**src/rtl/fio_dcache_loader_if.sv**
```systemverilog
// Bus bundle for the D-cache FIO loader: host command/data handshakes plus port-B pins.
// The slave side is the loader itself; the master side is the host plus the port-B memory.
interface fio_dcache_loader_if #(
    parameter int AW = 9
);
    logic           cmd_valid;
    logic           cmd_ready;
    logic           cmd_write;
    logic [AW-1:0]  cmd_base;
    logic [AW:0]    cmd_len;
    logic           wr_valid;
    logic           wr_ready;
    logic [255:0]   wr_data;
    logic           rd_valid;
    logic           rd_ready;
    logic [255:0]   rd_data;
    logic           abort;
    logic           busy;
    logic           done;
    logic           err;
    logic           FIO_MEMWRITE;
    logic [AW-1:0]  FIO_ADDR;
    logic [255:0]   FIO_WRITE_DATA;
    logic [255:0]   FIO_READ_DATA;

    modport master (
        output cmd_valid, cmd_write, cmd_base, cmd_len,
        output wr_valid, wr_data, rd_ready, abort,
        input  cmd_ready, wr_ready, rd_valid, rd_data, busy, done, err,
        input  FIO_MEMWRITE, FIO_ADDR, FIO_WRITE_DATA,
        output FIO_READ_DATA
    );

    modport slave (
        input  cmd_valid, cmd_write, cmd_base, cmd_len,
        input  wr_valid, wr_data, rd_ready, abort,
        output cmd_ready, wr_ready, rd_valid, rd_data, busy, done, err,
        output FIO_MEMWRITE, FIO_ADDR, FIO_WRITE_DATA,
        input  FIO_READ_DATA
    );
endinterface

```
**src/rtl/fio_dcache_loader.sv**
```systemverilog
// Host-side sequencer for the D-cache FIO port (port B of the eight 32-bit lanes).
// One command becomes a burst of 256-bit line writes (preload) or line reads (dump).
// Range checking uses AW+2 bits so base+len can never wrap past the top line.
module fio_dcache_loader #(
    parameter int mem_size   = 256,
    parameter int shmem_size = 256
) (
    input  logic                clk,
    input  logic                resetb,
    fio_dcache_loader_if.slave  bus
);
    localparam int DEPTH = mem_size + shmem_size;
    localparam int AW    = $clog2(DEPTH);

    typedef enum logic [2:0] {
        IDLE,
        CHK,
        WR,
        RD_ISSUE,
        RD_CAPT,
        RD_OUT,
        FIN
    } state_t;

    state_t         r_state;
    state_t         w_stateNext;
    logic [AW-1:0]  r_addr;
    logic [AW:0]    r_remaining;
    logic           r_dir;
    logic           r_err;
    logic           r_rdValid;
    logic [255:0]   r_rdData;

    logic           w_cmdFire;
    logic           w_wrFire;
    logic           w_rdFire;
    logic           w_last;
    logic           w_abort;
    logic           w_illegal;
    logic [AW+1:0]  w_end;

    assign w_cmdFire = bus.cmd_valid && (r_state == IDLE);
    assign w_wrFire  = (r_state == WR) && bus.wr_valid;
    assign w_rdFire  = (r_state == RD_OUT) && bus.rd_ready;
    assign w_last    = (r_remaining == (AW+1)'(1));
    assign w_abort   = bus.abort && (r_state != IDLE) && (r_state != FIN);
    assign w_end     = {2'b00, r_addr} + {1'b0, r_remaining};
    assign w_illegal = (r_remaining == '0) || (w_end > (AW+2)'(DEPTH));

    // State register; reset drops any burst in flight without a done pulse
    always_ff @(posedge clk) begin
        if (!resetb) begin
            r_state <= IDLE;
        end else begin
            r_state <= w_stateNext;
        end
    end

    // Next-state decode and the combinational handshake/port-B outputs
    always_comb begin
        w_stateNext        = r_state;
        bus.cmd_ready      = (r_state == IDLE);
        bus.wr_ready       = (r_state == WR);
        bus.busy           = (r_state != IDLE);
        bus.done           = (r_state == FIN);
        bus.err            = (r_state == FIN) && r_err;
        bus.rd_valid       = r_rdValid;
        bus.rd_data        = r_rdData;
        bus.FIO_MEMWRITE   = w_wrFire;
        bus.FIO_ADDR       = r_addr;
        bus.FIO_WRITE_DATA = bus.wr_data;
        case (r_state)
            IDLE:     if (w_cmdFire) w_stateNext = CHK;
            CHK: begin
                if (w_illegal)  w_stateNext = FIN;
                else if (r_dir) w_stateNext = WR;
                else            w_stateNext = RD_ISSUE;
            end
            WR:       if (w_wrFire && w_last) w_stateNext = FIN;
            RD_ISSUE: w_stateNext = RD_CAPT;
            RD_CAPT:  w_stateNext = RD_OUT;
            RD_OUT:   if (w_rdFire) w_stateNext = w_last ? FIN : RD_ISSUE;
            FIN:      w_stateNext = IDLE;
            default:  w_stateNext = IDLE;
        endcase
        if (w_abort) begin
            w_stateNext = IDLE;
        end
    end

    // Address/count bookkeeping, reject flag and the registered dump line
    always_ff @(posedge clk) begin
        if (!resetb) begin
            r_addr      <= '0;
            r_remaining <= '0;
            r_dir       <= 1'b0;
            r_err       <= 1'b0;
            r_rdValid   <= 1'b0;
            r_rdData    <= '0;
        end else begin
            case (r_state)
                IDLE: begin
                    if (w_cmdFire) begin
                        r_addr      <= bus.cmd_base;
                        r_remaining <= bus.cmd_len;
                        r_dir       <= bus.cmd_write;
                        r_err       <= 1'b0;
                    end
                end
                CHK: begin
                    r_err <= w_illegal;
                end
                WR: begin
                    if (w_wrFire) begin
                        r_addr      <= r_addr + 1'b1;
                        r_remaining <= r_remaining - 1'b1;
                    end
                end
                RD_CAPT: begin
                    r_rdData  <= bus.FIO_READ_DATA;
                    r_rdValid <= 1'b1;
                end
                RD_OUT: begin
                    if (w_rdFire) begin
                        r_rdValid   <= 1'b0;
                        r_addr      <= r_addr + 1'b1;
                        r_remaining <= r_remaining - 1'b1;
                    end
                end
                default: ;
            endcase
            if (w_abort) begin
                r_rdValid <= 1'b0;
            end
        end
    end
endmodule

```
**src/flat_wrapper.sv**
```systemverilog
// flat-port wrapper written by rule: the top's interface ports become plain ports
module fio_dcache_loader_flat 
#(
    parameter int mem_size   = 256,
    parameter int shmem_size = 256
)
  (clk, resetb, bus_cmd_valid, bus_cmd_write, bus_cmd_base, bus_cmd_len, bus_wr_valid, bus_wr_data, bus_rd_ready, bus_abort, bus_cmd_ready, bus_wr_ready, bus_rd_valid, bus_rd_data, bus_busy, bus_done, bus_err, bus_FIO_MEMWRITE, bus_FIO_ADDR, bus_FIO_WRITE_DATA, bus_FIO_READ_DATA);
  fio_dcache_loader_if #(.AW((9))) bus_i ();
  input  logic clk;
  input  logic resetb;
  input wire logic [$bits(bus_i.cmd_valid)-1:0] bus_cmd_valid;
  input wire logic [$bits(bus_i.cmd_write)-1:0] bus_cmd_write;
  input wire logic [$bits(bus_i.cmd_base)-1:0] bus_cmd_base;
  input wire logic [$bits(bus_i.cmd_len)-1:0] bus_cmd_len;
  input wire logic [$bits(bus_i.wr_valid)-1:0] bus_wr_valid;
  input wire logic [$bits(bus_i.wr_data)-1:0] bus_wr_data;
  input wire logic [$bits(bus_i.rd_ready)-1:0] bus_rd_ready;
  input wire logic [$bits(bus_i.abort)-1:0] bus_abort;
  output wire logic [$bits(bus_i.cmd_ready)-1:0] bus_cmd_ready;
  output wire logic [$bits(bus_i.wr_ready)-1:0] bus_wr_ready;
  output wire logic [$bits(bus_i.rd_valid)-1:0] bus_rd_valid;
  output wire logic [$bits(bus_i.rd_data)-1:0] bus_rd_data;
  output wire logic [$bits(bus_i.busy)-1:0] bus_busy;
  output wire logic [$bits(bus_i.done)-1:0] bus_done;
  output wire logic [$bits(bus_i.err)-1:0] bus_err;
  output wire logic [$bits(bus_i.FIO_MEMWRITE)-1:0] bus_FIO_MEMWRITE;
  output wire logic [$bits(bus_i.FIO_ADDR)-1:0] bus_FIO_ADDR;
  output wire logic [$bits(bus_i.FIO_WRITE_DATA)-1:0] bus_FIO_WRITE_DATA;
  input wire logic [$bits(bus_i.FIO_READ_DATA)-1:0] bus_FIO_READ_DATA;
  assign bus_i.cmd_valid = bus_cmd_valid;
  assign bus_i.cmd_write = bus_cmd_write;
  assign bus_i.cmd_base = bus_cmd_base;
  assign bus_i.cmd_len = bus_cmd_len;
  assign bus_i.wr_valid = bus_wr_valid;
  assign bus_i.wr_data = bus_wr_data;
  assign bus_i.rd_ready = bus_rd_ready;
  assign bus_i.abort = bus_abort;
  assign bus_cmd_ready = bus_i.cmd_ready;
  assign bus_wr_ready = bus_i.wr_ready;
  assign bus_rd_valid = bus_i.rd_valid;
  assign bus_rd_data = bus_i.rd_data;
  assign bus_busy = bus_i.busy;
  assign bus_done = bus_i.done;
  assign bus_err = bus_i.err;
  assign bus_FIO_MEMWRITE = bus_i.FIO_MEMWRITE;
  assign bus_FIO_ADDR = bus_i.FIO_ADDR;
  assign bus_FIO_WRITE_DATA = bus_i.FIO_WRITE_DATA;
  assign bus_i.FIO_READ_DATA = bus_FIO_READ_DATA;
  fio_dcache_loader #(.mem_size(mem_size), .shmem_size(shmem_size)) u_core (.clk(clk), .resetb(resetb), .bus(bus_i));
endmodule
```
**config.mk**
```make
export PLATFORM = sky130hd
export DESIGN_NAME = fio_dcache_loader_flat
export DESIGN_NICKNAME = d
export VERILOG_FILES = /design/src/rtl/fio_dcache_loader_if.sv /design/src/rtl/fio_dcache_loader.sv /design/src/flat_wrapper.sv
export SDC_FILE = /design/constraint.sdc
export NUM_CORES = 1
export LEC_CHECK = 0
export ABC_AREA = 1
export BUFFER_PORTS_ARGS = -buffer_cell sky130_fd_sc_hd__buf_2
export CAP_MARGIN = 15
export CELL_PAD_IN_SITES_DETAIL_PLACEMENT = 0
export CELL_PAD_IN_SITES_GLOBAL_PLACEMENT = 2
export CORE_AREA = 5 5 407 409
export CTS_CLUSTER_SIZE = 14
export DETAILED_ROUTE_END_ITERATION = 10
export DIE_AREA = 0 0 412 414
export PLACE_DENSITY = 0.46
export REMOVE_ABC_BUFFERS = 1
export SYNTH_ARGS = -nofsm -noshare
export SYNTH_HDL_FRONTEND = slang
export SYNTH_SLANG_ARGS = --single-unit
```
**constraint.sdc**
```tcl
create_clock -name clk -period 2.1 [get_ports clk]
set_clock_uncertainty 0.05 [all_clocks]
set_input_delay 0.105 -clock clk [delete_from_list [all_inputs] [get_ports clk]]
set_output_delay 0.105 -clock clk [all_outputs]
set_load 0.01 [all_outputs]
```
# After elaboration in Yosys (flattened, before gate mapping)
# Cells that the tools add are included.
[classes] div_mod_pow=0 n_shift=0 n_reduce_logical=20 mux=19 mul=0 addsub=3 n_eq_ne=12 bitwise=1 magnitude_cmp=1
[ops] operator="two-way mux 10 bit" count=3
[ops] operator="case mux 10 bit (3 select lines)" count=1
[ops] operator="two-way mux 9 bit" count=3
[ops] operator="case mux 9 bit (3 select lines)" count=1
[ops] operator="case mux 3 bit (6 select lines)" count=1
[ops] operator="two-way mux 3 bit" count=5
[ops] operator="adder 9 x 10 -> 11 bit" count=1
[ops] operator="> comparator 11 x 10 -> 1 bit (second input constant)" count=1
[ops] operator="equality test 10 x 1 -> 1 bit (second input constant)" count=1
[ops] operator="zero test 10 bit" count=1
[ops] operator="subtractor 10 x 1 -> 10 bit (second input constant)" count=1
[ops] operator="adder 9 x 1 -> 9 bit (second input constant)" count=1
[ops] operator="equality test 3 bit (second input constant)" count=3
[ops] operator="inequality test 2 x 1 -> 1 bit (second input constant)" count=4
[ops] operator="logical AND 1 bit" count=7
[ops] operator="equality test 3 x 2 -> 1 bit (second input constant)" count=2
[ops] operator="AND reduction 2 bit" count=3
[ops] operator="nonzero test 3 bit" count=2
[ops] operator="case mux 1 bit (2 select lines)" count=2
[ops] operator="AND reduction 4 bit" count=1
[ops] operator="nonzero test 2 bit" count=2
[ops] operator="equality test 3 x 1 -> 1 bit (second input constant)" count=1
[ops] operator="zero test 3 bit" count=1
[ops] operator="two-way mux 1 bit" count=3
[ops] operator="other kinds (5)" count=5
[totals] elab_cells=63 mem_count=0 mem_bits_rw=0 romBits=0 regBits=281 inputBits=538 latch_bits=0

# Longest topological paths before layout
# Gate-level depths: netlist of the first run.
[logic_depth] ltp_word=5 ltp_mapped=18 mapped_depth_nobuf=18

# Worst setup path before layout of the first run
# Ideal clock, no wire load.
[synth_timing] path_type="flip-flop to flip-flop" startpoint="reg u_core.r_addr[0] (netlist: u_core.bus.FIO_ADDR[0])" endpoint="reg u_core.r_state[2]" path_slack_ps=-11 path_stages_with_launch=18 required_ps=1915 period_less_slack_ps=2111 path_buffers=0 t_arrival_ps=1926 cell_sequence="dfxtp_1 ha_1 inv_1 fa_1 inv_1 nand2_1 nand2_1 nand3_1 nand3_1 nand2_1 nor2_1 nand3_1 nand2_1 nand2_1 nand2_1 nand2_1 nand2_1 a21oi_1"
[synth_between] elab_chain_cells=5
[synth_lines] element="from (decl)" line="fio_dcache_loader.sv:27" text="logic [AW-1:0] r_addr;"
[synth_lines] element="from (signal assigned)" line="fio_dcache_loader.sv:104" text="r_addr <= bus.cmd_base;"
[synth_lines] element="from (signal assigned)" line="fio_dcache_loader.sv:115" text="r_addr <= r_addr + 1'b1;"
[synth_lines] element="from (signal assigned)" line="fio_dcache_loader.sv:126" text="r_addr <= r_addr + 1'b1;"
[synth_lines] element="adder 9 x 10 -> 11 bit" line="fio_dcache_loader.sv:47" text="assign w_end = {2'b00, r_addr} + {1'b0, r_remaining};"
[synth_lines] element="> comparator 11 x 10 -> 1 bit" line="fio_dcache_loader.sv:48" text="assign w_illegal = (r_remaining == '0) || (w_end > (AW+2)'(DEPTH));"
[synth_lines] element="logical OR 1 bit" line="fio_dcache_loader.sv:48"
[synth_lines] element="two-way mux 3 bit" line="fio_dcache_loader.sv:75" text="if (w_illegal) w_stateNext = FIN;"
[synth_lines] element="case mux 3 bit (6 select lines)" line="fio_dcache_loader.sv:72" text="case (r_state)"
[synth_lines] element="to (signal assigned)" line="fio_dcache_loader.sv:55" text="r_state <= w_stateNext;"
[synth_lines] element="to (decl)" line="fio_dcache_loader.sv:25" text="state_t r_state;"
# No other way between the ends.
# A chain may end at the register's enable or synchronous reset.

# Worst setup path in the final report of the first run
# Same ends and word-level chain as after synthesis.

==> impl_metrics.toml, run 1 <==
[outcome]
outcome = "completed"

[die]
fp.coreArea_um2 = 162000
die_width_um = 412
row_count = 148
dieArea_um2 = 171000
die_h_um = 414
start_util_pct = 7.82
io_pins = 1066

[placed_design]
placed_cell_area_um2 = 16500
dp_cells = 4149
gp_congestion = 0.780
portBuffers = 553
dp.final_hpwl_um = 128000

[drt]
vias = 14300
dr.pass1.iters = 5
drt_iter0_markers = 862
viasPerCell = 3.13
ant_nets = 0
drc_errors = 0
finalWirelength_um = 156000
wl_per_cell_um = 34.2

[worst_setup_path]
endpoint_kind = "register"
arrival_ns = 2.48
cp-start-kind = "register"
critical_path_required_ns = 2.51
ff2ff_path_depth = 16
r2r-start = "u_core.bus.FIO_ADDR[0]"
r2r_setup_slack_ns = 0.03
r2r_end = "u_core.r_state[2]"
path_class = "reg -> reg"
path_max_fanout = 2

[worst_hold_path]
min_to = "u_core.r_state[2]"
holdPathStages = 7
min-delay-start = "bus_wr_valid"
hold_class = "in -> reg"

[clocking]
ctsLongestPathBuffers = 3
cts_tree = "built"
root_buffer = "clkbuf_16"
clock_sinks = 281
clk_pin_slew_worst_paths_ns = 0.06
cts_buffers = 43
htree_levels = 2
clk_latency_ns = 0.59

[timing]
fin_crit_ns = 2.07
max_slew_margin_pct = 60.1
setup_viol = 0
drv_slew = 0
worst_pin_slew_ns = 0.592
hold_viol_final = 0
fmax_ghz = 0.483
min_period_over_period_pct = 98.6
rsz0062_at_grt = "true"

[final_layout]
fillers = 18900
final_nets = 2900
utilization_pct = 13.2
final_area_um2 = 21400
final_cell_count_no_fill = 4559
drive_gt1_share_pct = 30.7
area_growth_pct = 69.3

[synthesis]
yosysSeqAreaShare_pct = 44.5
ys_top_cells_by_area = "dfxtp_1, nor2_1, buf_4, o21ai_0, nand2_1"
synth_edf_count = 0
synth_top_area_share_pct = 44.5
ys.flop_type = "dfxtp_1"
yosys.cell_types.count = 35
synth_area_per_cell_um2 = 7.46
synth_seq_cells = 281
synthCells = 1694
netlist_area_um2 = 12600
synth_top_area_cell = "dfxtp_1"
yosysMostFrequentCell = "nor2_1"
synth_common_cells = "nor2_1, dfxtp_1, o21ai_0, buf_4, nand2_1"
yosys_warnings = 0
synthArstFlopShare_pct = 0

[global_route]
antenna_found_initial = 10
grt_max_degree = 81
grt.overflow.total = 0
grt_pass1_wl_um = 185000
grt_pass1_vias = 13800
gr-usage-all-layers_pct = 17.3

[flow_run]
maxCapViolCount = 0

[pwr]
power.density_nw_per_um2 = 1130
irDropWorstVdd_mv = 0.538
p_total_mw = 24.1
leakage_nw = 9.05
-- routing by layer --
metal / vias up / part of all wire [%] / track usage [%]
li1: 6460 / - / -
met1: 6286 / 31 / 15.4
met4: 30 / 1.6 / 2.55
met5: - / 1.5 / 9.89
met2: 1392 / 39 / 23.8
met3: 114 / 27 / 22.3
-- final cells by class --
class                      instances  area, µm²  share of cell area [%]
clock inverter                    12        211                   0.988
clock buffer                      62       1200                    5.60
timing repair buffer             960       6860                    32.1
antenna                            6       15.0                  0.0702
sequential                       281       5630                    26.3
multi-input combinational       1018       4580                    21.4
inverter                          45        181                   0.848
tap                             2175       2720                    12.7
-- metrics by stage --
step / setup WS (ns) / setup TNS, ns / hold WS (ns)
floorplan: -7.77 / -1876.00 / 0.160
global placement: -0.228 / -0.523 / 0.160
detailed placement: -0.155 / -0.308 / 0.160
CTS: -0.0425 / -0.0425 / 0.0299
global route: -0.128 / -0.735 / 0.148
finish: 0.0292 / 0 / 0.112
-- report_power, final --
group          leakage (nW)  internal (mW)  switching (mW)
clock                 0.670           4.45            3.02
sequential             2.28           6.72           0.730
combinational          6.10           3.75            5.41
-- kinds of logic (layout without fill, tap and decap cells) --
family	after synthesis	after routing	synth area share, %
and+or+nand+nor	680	680	20.7
buffers and inverters	395	1079	19.8
adders and majority gates	13	13	1.35
other	0	6	0
xor gates and xnor gates	5	5	0.347
DFF	281	281	44.5
AOI/OAI and AO/OA	320	320	13.3
-- worst max-delay path by stage --
stage	from	end	slack, ns	cells past startpoint
after floorplan	u_core.r_state[0]	u_core.r_state[2]	-7.77	8
after global placement	u_core.bus.FIO_ADDR[0]	u_core.r_state[2]	-0.23	17
after detailed placement	u_core.bus.FIO_ADDR[0]	u_core.r_state[2]	-0.16	17
after CTS	u_core.bus.FIO_ADDR[0]	u_core.r_state[2]	-0.04	16
after global routing	u_core.bus.FIO_ADDR[0]	u_core.r_state[2]	-0.13	16
final	u_core.bus.FIO_ADDR[0]	u_core.r_state[2]	0.03	16
-- layout by cell type, fill, tap and decap left out, types with 5 or more instances in the layout --
cell type / n
nor2_1: 549
clkbuf_16: 45
buf_4: 67
o21ai_0: 276
buf_2: 552
a31oi_1: 7
inv_1: 40
diode_2: 6
nand2_1: 82
ha_1: 11
nand3_1: 26
dfxtp_1: 278
dlygate4sd3_1: 324
clkbuf_8: 5
nor2_2: 6
buf_12: 11
clkbuf_1: 14
a21oi_1: 19
-- worst max-delay path, cell delays in order, from the launching register on --
cell	delay (ns)
dfxtp_2	0.35
ha_4	0.14
inv_2	0.03
fa_2	0.34
inv_2	0.07
nand2_4	0.06
buf_6	0.11
a21oi_2	0.11
nand3_1	0.10
nor2_2	0.11
nand3_1	0.09
nand2_1	0.09
nand2_1	0.05
nand2_1	0.08
nand2_1	0.05
nand2_1	0.07
a21oi_2	0.05
-- repair_timing --
action | in CTS | in global routing
setup endpoints to repair | 5 | 34
hold buffers | 324 | 0
gates cloned | 0 | 2
endpoints found under the hold margin | 281 | 0
gates resized for setup | 12 | 16
pin swaps | 3 | 5
setup buffers | 0 | 4
-- state kept, by name, summed over array words and instances (netlist names) --
signal and flops:
u_core.r_dir 1, u_core.bus.rd_data 256, u_core.r_state 3, u_core.bus.rd_valid 1
u_core.r_remaining 10, u_core.bus.FIO_ADDR 9, u_core.r_err 1
Note: power is estimated with default switching activity, not from simulation.
==> run 2: changes to the inputs <==
--- a/config.mk
+++ b/config.mk
@@ -14,7 +14,8 @@
 export CTS_CLUSTER_SIZE = 14
 export DETAILED_ROUTE_END_ITERATION = 10
 export DIE_AREA = 0 0 412 414
-export PLACE_DENSITY = 0.46
+export PLACE_DENSITY = 0.45
+export RECOVER_POWER = 50
 export REMOVE_ABC_BUFFERS = 1
 export SYNTH_ARGS = -nofsm -noshare
 export SYNTH_HDL_FRONTEND = slang
==> constraint.sdc (replaced) <==
create_clock -name clk -period 2.05 [get_ports clk]
set_clock_uncertainty 0.05 [all_clocks]
set_input_delay 0.1025 -clock clk [delete_from_list [all_inputs] [get_ports clk]]
set_output_delay 0.1025 -clock clk [all_outputs]
set_load 0.01 [all_outputs]
==> impl_metrics.toml, run 2 (synthesis gave the netlist of run 1 again) <==
[outcome]
outcome = "completed"

[pwr]
leakage_nw = 8.35
irDropWorstVdd_mv = 0.501
power.density_nw_per_um2 = 1160
p_total_mw = 24.5

[final_layout]
area_growth_pct = 66.3
final_nets = 2888
drive_gt1_share_pct = 25.5
final_area_um2 = 21000
fillers = 18900
largest_reg_flops = 256
final_cell_mix = "nor2_1, buf_2, dlygate4sd3_1"
layout_commonest_cell = "nor2_1"
final_cell_count_no_fill = 4547

[placed_design]
placed_cell_area_um2 = 16700
dp_cells = 4164
gp_congestion = 0.779
dp_worst_setup_slack_ns = -0.189
dp.final_hpwl_um = 130000
portBuffers = 553

[global_route]
grt_max_degree = 54
gr-usage-all-layers_pct = 17.9
grt.overflow.total = 0
grt_pass1_vias = 13900
grt_pass1_wl_um = 191000
antenna_found_initial = 9

[clocking]
root_buffer = "clkbuf_16"
clk_pin_slew_worst_paths_ns = 0.07
clock_sinks = 281
cts_tree = "built"
htree_levels = 2
cts_buffers = 42
clk_latency_ns = 0.59
ctsLongestPathBuffers = 3

[die]
row_count = 148
start_util_pct = 7.82
dieArea_um2 = 171000
die_width_um = 412
fp.coreArea_um2 = 162000
io_pins = 1066
die_h_um = 414

[timing]
drv_slew = 0
fin_crit_ns = 2.04
setup_viol = 0
max_slew_margin_pct = 63.6
rsz0062_at_grt = "true"
min_period_over_period_pct = 99.3
worst_pin_slew_ns = 0.544
setup_slack_ns = 0.0135
fin_setup_tns_ns = 0
fmax_ghz = 0.491
hold_viol_final = 0

[worst_setup_path]
r2r_setup_slack_ns = 0.01
arrival_ns = 2.44
critical_path_required_ns = 2.45
cp-start-kind = "register"
endpoint_kind = "register"
path_max_fanout = 4
ff2ff_path_depth = 16
path_class = "reg -> reg"

[drt]
drc_errors = 0
wl_met1_um = 47400
finalWirelength_um = 159000
wl_met3_um = 43100
ant_nets = 0
dr_wl_met2_um = 62400
drt_iter0_markers = 901
top_layer = "met5"
vias = 14400
dr.pass1.iters = 4
wl_per_cell_um = 35.0
viasPerCell = 3.17

[worst_hold_path]
holdPathStages = 4
hold_class = "in -> reg"

[flow_run]
maxCapViolCount = 0
==> run 2: changes by cell type in the layout (fill, tap and decap cells not counted), moves of 2 or more <==
cell           delta
clkbuf_8          +2
nand3_2           +4
buf_4            +15
diode_2           -3
clkbuf_1        +149
nand3_1           -4
clkbuf_16         -3
clkinv_2          +2
buf_2           -147
nand2_2           +4
dlygate4sd3_1    -24
nand2_1           -4
==> run 2: what timing repair did <==
action                                 4_1_cts  5_1_grt
gates resized for setup                     15       22
hold buffers                               300        0
buffers inserted                             0        4
pin swaps                                    5        3
endpoints found under the hold margin      281        0
setup endpoints to repair                    3       13
==> run 2: worst max-delay path, stage by stage, from the launching register on <==
cell	delay (ns)
dfxtp_2	0.35
ha_4	0.14
inv_2	0.03
fa_2	0.34
inv_2	0.07
nand2_4	0.05
nand2_4	0.09
nand3_2	0.07
nand2_2	0.08
nand3_2	0.08
nor2_2	0.09
nand3_1	0.08
nand2_1	0.09
nand2_1	0.07
nand2_1	0.08
buf_4	0.11
a21oi_2	0.03
==> run 2: routing by layer <==
| metal | vias to the layer above | GRT usage (%) |
|---|---|---|
| li1 | 6434 | - |
| met1 | 6252 | 15.0 |
| met2 | 1571 | 24.9 |
| met3 | 122 | 23.0 |
| met4 | 40 | 3.44 |
| met5 | - | 12.9 |
==> run 2: layout make-up <==
type | count | area [µm²] | area share, %
flip-flops and latches | 281 | 5630 | 26.8
clock buffers | 65 | 1210 | 5.75
clock inverters | 11 | 154 | 0.733
diodes | 3 | 7.51 | 0.0357
inverters | 45 | 181 | 0.864
repair buffers | 949 | 6490 | 30.9
well taps | 2175 | 2720 | 13.0
multi-input cells | 1018 | 4620 | 22.0
==> run 2: power breakdown <==
| group | switching [mW] | internal (mW) |
|---|---|---|
| Clock | 3.07 | 4.43 |
| Sequential | 0.743 | 6.89 |
| Combinational | 5.64 | 3.68 |
| Total | 9.46 | 15.0 |
==> run 2: per-stage QoR <==
step,hold WS [ns],util (%)
3_5_place_dp,0.155,10.3
3_3_place_gp,0.155,10.3
4_1_cts,0.00236,13.0
2_1_floorplan,0.155,-
6_report,0.0527,13.0
5_1_grt,0.0183,13.0
==> run 2: worst paths after layout <==
path                                             start                endpoint
worst min register to register  u_core.bus.rd_data[74]  u_core.bus.rd_data[74]
worst max register to register  u_core.bus.FIO_ADDR[0]            u_core.r_err
worst min-delay path                            resetb  u_core.bus.rd_data[50]
worst max-delay path            u_core.bus.FIO_ADDR[0]            u_core.r_err
==> run 3: changes to the inputs <==
--- a/config.mk
+++ b/config.mk
@@ -5,16 +5,15 @@
 export SDC_FILE = /design/constraint.sdc
 export NUM_CORES = 1
 export LEC_CHECK = 0
-export ABC_AREA = 1
 export BUFFER_PORTS_ARGS = -buffer_cell sky130_fd_sc_hd__buf_2
 export CAP_MARGIN = 15
 export CELL_PAD_IN_SITES_DETAIL_PLACEMENT = 0
 export CELL_PAD_IN_SITES_GLOBAL_PLACEMENT = 2
-export CORE_AREA = 5 5 407 409
+export CORE_AREA = 5 5 412 414
 export CTS_CLUSTER_SIZE = 14
 export DETAILED_ROUTE_END_ITERATION = 10
-export DIE_AREA = 0 0 412 414
-export PLACE_DENSITY = 0.45
+export DIE_AREA = 0 0 417 419
+export PLACE_DENSITY = 0.44
 export RECOVER_POWER = 50
 export REMOVE_ABC_BUFFERS = 1
 export SYNTH_ARGS = -nofsm -noshare
==> impl_metrics.toml, run 3 <==
[synthesis]
synth_area_per_cell_um2 = 7.80
synth_edf_count = 0
synthCells = 1648
yosys.cell_types.count = 64
yosysSeqAreaShare_pct = 43.7
netlist_area_um2 = 12900
ys.flop_type = "dfxtp_1"
synthArstFlopShare_pct = 0
yosysMostFrequentCell = "nand2_1"
ys_top_cells_by_area = "dfxtp_1, nand2_1, buf_4, a21oi_1, a21boi_0"
yosys_warnings = 0
synth_top_area_share_pct = 43.7
synth_seq_cells = 281
synth_top_area_cell = "dfxtp_1"
synth_common_cells = "nand2_1, dfxtp_1, buf_4, a21oi_1, a21boi_0"

[worst_setup_path]
arrival_ns = 2.83
cp-start-kind = "register"
critical_path_required_ns = 2.56
path_max_fanout = 3
path_class = "reg -> reg"
endpoint_kind = "register"

[drt]
wl_per_cell_um = 45.8
finalWirelength_um = 207000
viasPerCell = 3.27
vias = 14800
ant_nets = 0
dr.pass1.iters = 5
drt_iter0_markers = 966
drc_errors = 0

[placed_design]
dp.final_hpwl_um = 186000
gp_congestion = 0.985
portBuffers = 553

[clocking]
clk_pin_slew_worst_paths_ns = 0.06
clock_sinks = 281
cts_buffers = 45
cts_tree = "built"
root_buffer = "clkbuf_16"
ctsLongestPathBuffers = 3
clk_latency_ns = 0.61
htree_levels = 2

[pwr]
p_total_mw = 17.0
irDropWorstVdd_mv = 0.524
leakage_nw = 8.03
power.density_nw_per_um2 = 793

[timing]
hold_viol_final = 0
fin_crit_ns = 2.32
setup_slack_ns = -0.271
min_period_over_period_pct = 113
setup_viol = 3
worst_pin_slew_ns = 0.590
fin_setup_tns_ns = -0.562
rsz0062_at_grt = "true"
drv_slew = 0
fmax_ghz = 0.431
max_slew_margin_pct = 60.7

[final_layout]
final_nets = 2832
drive_gt1_share_pct = 26.6
final_cell_mix = "nand2_1, buf_2, dlygate4sd3_1"
layout_commonest_cell = "nand2_1"
largest_reg_flops = 256
area_growth_pct = 67.0

[die]
die_h_um = 419
start_util_pct = 7.75
row_count = 150
io_pins = 1066
fp.coreArea_um2 = 166000
die_width_um = 417
dieArea_um2 = 175000

[flow_run]
maxCapViolCount = 0

[outcome]
violations = "negative setup slack"
outcome = "complete, but fails checks"

[worst_hold_path]
hold_class = "in -> out"

[global_route]
grt_pass1_vias = 14100
gr-usage-all-layers_pct = 22.7
antenna_found_initial = 19
grt_pass1_wl_um = 239000
grt_max_degree = 65
grt.overflow.total = 0
==> run 3: cell type report <==
type                            count  area (µm²)
Tap cell                         2204        2760
Clock buffer                       60        1250
Antenna cell                        6        15.0
Clock inverter                     17         268
Inverter                           15        61.3
Multi-Input combinational cell    997        5000
Sequential cell                   281        5630
Fill cell                       19400      144000
Timing Repair Buffer              941        6490
==> run 3: stage by stage <==
step                      hold slack (ns)  worst slack, ns  area, µm²  utilization [%]  instances
after global placement              0.158           -0.458      17100             10.3       4152
after detailed placement            0.158           -0.427      17100             10.3       4152
after CTS                           0.126           -0.296      21600             13.0       4515
after global routing                0.155           -0.400      21500             12.9       4516
after floorplan                     0.155           -12.70      10600                -       1293
final                               0.156           -0.271      21500             12.9       4521
==> run 3: per-layer routing <==
layer	up-vias	wire, µm	GRT usage, %
li1	6393	-	-
met5	-	3310	13.3
met3	184	54800	29.2
met1	6689	43100	13.0
met2	1508	96900	38.2
met4	26	8950	7.54
==> run 3: path summary, 6_finish.rpt <==
path	start	endpoint	slack (ns)	cells past startpoint
setup / recovery	u_core.r_remaining[0]	u_core.r_state[0]	-0.27	9
hold / removal	bus_wr_data[129]	bus_FIO_WRITE_DATA[129]	0.16	0
setup reg to reg	u_core.r_remaining[0]	u_core.r_state[0]	-0.27	9
hold reg to reg	u_core.bus.rd_data[123]	u_core.bus.rd_data[123]	0.40	2
==> run 3: what timing repair did <==
action                                 4_1_cts  5_1_grt
setup endpoints to repair                    6       13
endpoints found under the hold margin      281        0
setup buffers                                2        0
hold buffers                               284        0
pin swaps                                   10        9
gates resized for setup                     20       11
==> run 3: logic make-up after synthesis <==
family,count (synthesis),share of synthesized area (%)
AO/OA/AOI/OAI,355,16.8
XOR/XNOR,2,0.136
adder cells (fa/ha/maj),13,1.32
buffers and inverters,370,18.3
flip-flops,281,43.7
multiplexers,4,0.321
AND/OR/NAND/NOR,623,19.3
==> run 3: where the power goes <==
part           switching, mW  internal (mW)
combinational           1.61           1.38
clock                   3.29           4.92
sequential             0.147           5.68
==> run 3: worst max-delay path: stages (launching register included) <==
cell and delay (ns):
dfxtp_2 0.34, ha_4 0.14, inv_2 0.04, fa_2 0.37
xnor2_2 0.15, a2111oi_2 0.32, and4b_1 0.29, nand4_4 0.13
a211oi_2 0.26, o2111a_1 0.19
